--- config.mk ---
export PLATFORM = sky130hd
export DESIGN_NAME = imem_fetch
export DESIGN_NICKNAME = d
export VERILOG_FILES = /design/src/rtl/riscv_pkg.sv /design/src/rtl/fetch_fifo.sv /design/src/rtl/imem_fetch.sv
export SDC_FILE = /design/constraint.sdc
export NUM_CORES = 1
export LEC_CHECK = 0
export ABC_CLOCK_PERIOD_IN_PS = 3800
export CAP_MARGIN = 20
export CORE_ASPECT_RATIO = 0.7
export CORE_MARGIN = 2
export CORE_UTILIZATION = 54
export CTS_CLUSTER_DIAMETER = 80
export DETAILED_ROUTE_END_ITERATION = 10
export GPL_ROUTABILITY_DRIVEN = 0
export GPL_TIMING_DRIVEN = 1
export PLACE_DENSITY = 0.76
export SYNTH_ARGS = -nofsm -noshare
export SYNTH_HDL_FRONTEND = slang
export SYNTH_SLANG_ARGS = --single-unit
--- constraint.sdc ---
create_clock -name clk -period 3.8 [get_ports clk]
set_input_delay 0.76 -clock clk [delete_from_list [all_inputs] [get_ports clk]]
set_output_delay 0.76 -clock clk [all_outputs]
set_load 0.02 [all_outputs]
--- src/rtl/riscv_pkg.sv ---
// Shared fetch-side definitions: fetch FSM state encoding and instruction width.
package riscv_pkg;

  localparam int INSTR_W = 32;

  typedef enum logic [1:0] {
    ST_IDLE  = 2'd0,
    ST_FETCH = 2'd1,
    ST_FULL  = 2'd2
  } fetch_state_e;

endpackage

--- src/rtl/fetch_fifo.sv ---
// Synchronous FIFO with flush; DEPTH must be a power of two so pointers wrap naturally.
module fetch_fifo #(
  parameter int DEPTH = 4,
  parameter int WIDTH = 64
) (
  input  logic                       clk,
  input  logic                       rstn,
  input  logic                       flush,
  input  logic                       wr_en,
  input  logic [WIDTH-1:0]           wr_data,
  input  logic                       rd_en,
  output logic [WIDTH-1:0]           rd_data,
  output logic                       empty,
  output logic [$clog2(DEPTH):0]     count
);

  localparam int AW = $clog2(DEPTH);
  localparam logic [AW:0] DEPTH_CNT = (AW+1)'(DEPTH);

  logic [WIDTH-1:0] mem [DEPTH];
  logic [AW-1:0]    wr_ptr;
  logic [AW-1:0]    rd_ptr;
  logic             full;
  logic             wr_ok;
  logic             rd_ok;

  assign empty   = (count == '0);
  assign full    = (count == DEPTH_CNT);
  // A pop frees the slot in the same cycle, so a full FIFO still accepts a write.
  assign rd_ok   = rd_en && !empty && !flush;
  assign wr_ok   = wr_en && (!full || rd_ok) && !flush;
  assign rd_data = mem[rd_ptr];

  always_ff @(posedge clk) begin
    if (!rstn || flush) begin
      wr_ptr <= '0;
      rd_ptr <= '0;
      count  <= '0;
    end else begin
      if (wr_ok) wr_ptr <= wr_ptr + 1'b1;
      if (rd_ok) rd_ptr <= rd_ptr + 1'b1;
      case ({wr_ok, rd_ok})
        2'b10:   count <= count + 1'b1;
        2'b01:   count <= count - 1'b1;
        default: count <= count;
      endcase
    end
  end

  always_ff @(posedge clk) begin
    if (wr_ok) mem[wr_ptr] <= wr_data;
  end

endmodule

--- src/rtl/imem_fetch.sv ---
// Instruction fetch from a 2-cycle-latency block memory into a credit-limited output FIFO.
// Optional delivered-instruction counter compiled in with IMEM_FETCH_COUNT_EN.
module imem_fetch
  import riscv_pkg::*;
#(
  parameter int          ADDR_WIDTH = 16,
  parameter int          DATA_WIDTH = INSTR_W,
  parameter logic [31:0] RESET_PC   = 32'h0,
  parameter int          FIFO_DEPTH = 4
) (
  input  logic                  clk,
  input  logic                  rstn,
  input  logic                  fetch_en,
  input  logic                  redirect_valid,
  input  logic [31:0]           redirect_pc,
  output logic [ADDR_WIDTH-1:0] mem_rd_addr,
  input  logic [DATA_WIDTH-1:0] mem_rd_data,
  output logic                  out_valid,
  input  logic                  out_ready,
  output logic [DATA_WIDTH-1:0] out_instr,
  output logic [31:0]           out_pc,
  output logic [31:0]           fetch_count
);

  localparam int CW = $clog2(FIFO_DEPTH) + 1;
  localparam logic [CW:0] DEPTH_CNT = (CW+1)'(FIFO_DEPTH);

  fetch_state_e state;
  fetch_state_e state_nxt;
  logic [31:0]  pc;
  logic         issue;
  logic         credit;
  logic [CW:0]  occupancy;
  logic         pop;

  logic         vld_p1;
  logic [31:0]  pc_p1;
  logic         vld_p2;
  logic [31:0]  pc_p2;

  logic [CW-1:0]              fifo_count;
  logic                       fifo_empty;
  logic [DATA_WIDTH+31:0]     fifo_head;

  assign mem_rd_addr = pc[ADDR_WIDTH+1:2];
  // Credit counts words already buffered plus words still in the memory pipeline.
  assign occupancy   = {1'b0, fifo_count} + {{CW{1'b0}}, vld_p1} + {{CW{1'b0}}, vld_p2};
  assign credit      = (occupancy < DEPTH_CNT);
  assign issue       = (state == ST_FETCH) && fetch_en && !redirect_valid && credit;
  assign pop         = out_valid && out_ready;

  always_comb begin
    state_nxt = state;
    if (redirect_valid) begin
      state_nxt = fetch_en ? ST_FETCH : ST_IDLE;
    end else begin
      case (state)
        ST_IDLE:  if (fetch_en) state_nxt = ST_FETCH;
        ST_FETCH: begin
          if (!fetch_en)    state_nxt = ST_IDLE;
          else if (!credit) state_nxt = ST_FULL;
        end
        ST_FULL: begin
          if (!fetch_en)   state_nxt = ST_IDLE;
          else if (credit) state_nxt = ST_FETCH;
        end
        default:          state_nxt = ST_IDLE;
      endcase
    end
  end

  always_ff @(posedge clk) begin
    if (!rstn) begin
      state  <= ST_IDLE;
      pc     <= RESET_PC;
      vld_p1 <= 1'b0;
      vld_p2 <= 1'b0;
    end else begin
      state <= state_nxt;
      if (redirect_valid)  pc <= redirect_pc & 32'hFFFF_FFFC;
      else if (issue)      pc <= pc + 32'd4;
      vld_p1 <= issue;
      vld_p2 <= vld_p1 && !redirect_valid;
    end
  end

  // Stage p1: address issued last cycle; stage p2: memory data valid this cycle
  always_ff @(posedge clk) begin
    pc_p1 <= pc;
    pc_p2 <= pc_p1;
  end

  fetch_fifo #(
    .DEPTH (FIFO_DEPTH),
    .WIDTH (DATA_WIDTH + 32)
  ) u_fifo (
    .clk     (clk),
    .rstn    (rstn),
    .flush   (redirect_valid),
    .wr_en   (vld_p2),
    .wr_data ({mem_rd_data, pc_p2}),
    .rd_en   (pop),
    .rd_data (fifo_head),
    .empty   (fifo_empty),
    .count   (fifo_count)
  );

  assign out_valid = !fifo_empty;
  assign out_instr = out_valid ? fifo_head[DATA_WIDTH+31:32] : '0;
  assign out_pc    = out_valid ? fifo_head[31:0] : '0;

`ifdef IMEM_FETCH_COUNT_EN
  logic [31:0] count_q;

  always_ff @(posedge clk) begin
    if (!rstn)    count_q <= '0;
    else if (pop) count_q <= count_q + 32'd1;
  end

  assign fetch_count = count_q;
`else
  assign fetch_count = '0;
`endif

endmodule

==> impl_metrics.csv <==
group,metric,value,unit
timing,fmax,296.7,MHz
final_layout,diodes,0,
die,io_pins,182,
worst_setup_path,crit_arrival,2610,ps
routing,routed_wl,25100,um
final_layout,area_delta_synth_final,19.27,%
clock_network,post-cts-setup-buffers,0,
clock_network,cts_resized,0,
synth,synth_compound_area_share,3.697,%
die,die_w,191.3,um
synth,ys_ff_latch,351,
placed_design,dpl.hpwl,15140,um
die,die_h,135.1,um
die,row_count,47,
synth,syn-cell-area,0.01327,mm2
outcome,outcome,"finished, final reports clean",
worst_setup_path,crit_fanout,31,
timing,setup_slack,429.6,ps
grt,grt_pass1_vias,6965,
timing,setup_viol,0,
final_layout,final_util,66.27,%
power,p_leak,5.118,nW
die,coreArea,0.02388,mm2
clock_network,h-tree-depth,1,
timing,min_period_over_period,88.69,%
grt,grt-ovfl-total,0,
timing,finalClockSkew,11.78,ps
min_path,hold_path_class,"reg -> reg",
routing,drtIter0Drc,595,
timing,worst_pin_slew,995.2,ps
clock_network,path_clk_slew,60,ps
timing,maxSlewViolCount,0,
synth,synth_edf_count,248,
synth,synth_top_family_by_area,"multiplexers",
routing,drc_errors,0,
synth,ys_seq_area_share,71.68,%
synth,yosysWarningCount,0,
final_layout,drive_gt1_share,13.66,%
clock_network,cts.sinks,351,
grt,grt_max_degree,63,
clock_network,cts_hold_buf,0,
power,power.switching,1.461,mW
clock_network,clk_path_buf_depth,3,
placed_design,preCtsSetupSlack,517.4,ps
worst_setup_path,r2r_setup_slack,1160,ps
timing,hold_viol_final,0,
power,comb_power_share,3.0,%
grt,antenna_found_initial,0,
run,cap_viol_max_count,0,
clock_network,cts_buffers,31,
synth,synth.distinct_cells,54,
timing,max_slew_margin,33.65,%
power,ir_drop,343.9,uV
synth,synth_cells,794,
worst_setup_path,critical_path_class,"reg -> out",
synth,async_reset_ff_share,0,%
min_path,hp-start,"pc_p1[9]",
timing,rsz0062_at_grt,"false",
final_layout,nNetsFinal,1011,
grt,grt_pass1_wl,38770,um
synth,syn_avg_cell_area,16.71,um2
clock_network,clock_tree.root_cell,"clkbuf_16",
synth,synth_xor_area_share,0.4621,%
power,clkPwrFrac,40.0,%
timing,final.setup.tns,0,ps
power,switching_share,19.83,%
timing,fin_crit,3370,ps
grt,grt.total_usage,19.56,%
die,initial_utilization,55.57,%
routing,avgViaCountPerCell,5.522,
synth,synthAdderAreaFrac,0.8865,%
power,p_per_area,465.7,mW/mm2
die,dieArea,0.02586,mm2
power,seq_power_share,57.0,%
worst_setup_path,critPathLaunchType,"register",
worst_setup_path,cp_data_required_time,3040,ps
synth,synth_simple_gate_area_share,8.073,%
routing,avgRoutedWirePerCell,19.65,um
worst_setup_path,reg2reg_from,"u_fifo.count[0]",
clock_network,clk_latency,550,ps
routing,drtPass1Iterations,5,
placed_design,port_buffers,145,
power,p_int,5.907,mW
routing,postRouteAntennaNets,0,
clock_network,cts_tree,"yes",
routing,dr_total_vias,7052,
synth,ys.flop_type,"edfxtp_1",
worst_setup_path,worstSetupEndpointType,"output pin",
synth,synthMuxAreaShare,10.69,%
layout make-up:
type	instances	area [um2]
multi-input cells	376	3301
fillers	1669	8053
clock buffers	52	927.1
well taps	318	397.9
flip-flops and latches	351	9517
inverters	16	60.06
repair buffers	158	1587
clock inverters	6	33.78
cell usage after synthesis, types with 11 or more instances:
cell type	number	area, um2
clkbuf_1	21	78.83
nand4_1	11	68.82
a31oi_1	15	93.84
inv_1	14	52.55
nand2_1	28	105.1
nand3_1	19	95.09
o21ai_0	14	70.07
a21oi_1	18	90.09
edfxtp_1	248	7447
buf_4	50	375.4
nor2b_1	62	387.9
dfxtp_1	103	2062
mux4_2	62	1396
nor2_1	21	78.83
path summary, 6_finish.rpt:
kind | to | depth (start not counted)
worst max-delay path | out_pc[26] | 4
worst min-delay path | pc_p2[9] | 0
worst max register to register | u_fifo.count[2] | 9
worst min register to register | pc_p2[9] | 0
cell usage in the layout (no fill, tap or decap), types with 19 or more instances in the layout:
cell,count
edfxtp_1,248
mux4_2,62
nor2_1,21
nand3_1,19
dfxtp_1,101
nor2b_1,62
clkbuf_16,33
conb_1,34
clkdlybuf4s50_1,145
nand2_1,28
logic make-up (layout without fill, tap and decap cells):
family,after synthesis,after routing
muxes,64,64
AOI/OAI and AO/OA,76,76
xor gates and xnor gates,7,7
DFF,351,351
and+or+nand+nor,186,186
adders and majority gates,9,9
other,1,34
buffers and inverters,100,232
power by group through the flow:
stage	clock network [mW]	logic (mW)	registers, mW
after detailed placement	0	0.221	4.28
after CTS	3.00	0.222	4.20
after global routing	3.14	0.239	4.21
after floorplan	0	0.137	4.26
after global placement	0	0.218	4.28
final	2.94	0.223	4.20
per-layer routing:
layer / wire length (um) / global-route usage, % / part of all wire (%)
met5: 0 / 0 / 0
met2: 11510 / 29.70 / 46
met3: 1735 / 3.393 / 6.9
met1: 11400 / 30.03 / 45
met4: 449 / 4.402 / 1.8
metrics by stage:
step / cells / total power, mW / hold slack (ps) / instance area, um2
floorplan: 827 / 4.399 / 309.6 / 13390
global placement: 1219 / 4.497 / 309.8 / 14860
finish: 1277 / 7.368 / 322.5 / 15820
global route: 1277 / 7.585 / 332.8 / 15820
detailed placement: 1219 / 4.504 / 312.1 / 14860
CTS: 1277 / 7.419 / 325.2 / 15820
critical path: stages (launching register included):
cell and delay (ps):
dfxtp_4 470, buf_12 270, mux4_2 600, nor2b_1 160, clkdlybuf4s50_1 560
registers in the layout, indices dropped and copies added (netlist names), named ones only:
signal and flops:
pc 30, pc_p1 30, pc_p2 30, state 2
u_fifo.count 3, u_fifo.mem 248, u_fifo.rd_ptr 2, u_fifo.wr_ptr 2
vld_p1 1, vld_p2 1
(Power assumes the default switching activity.)
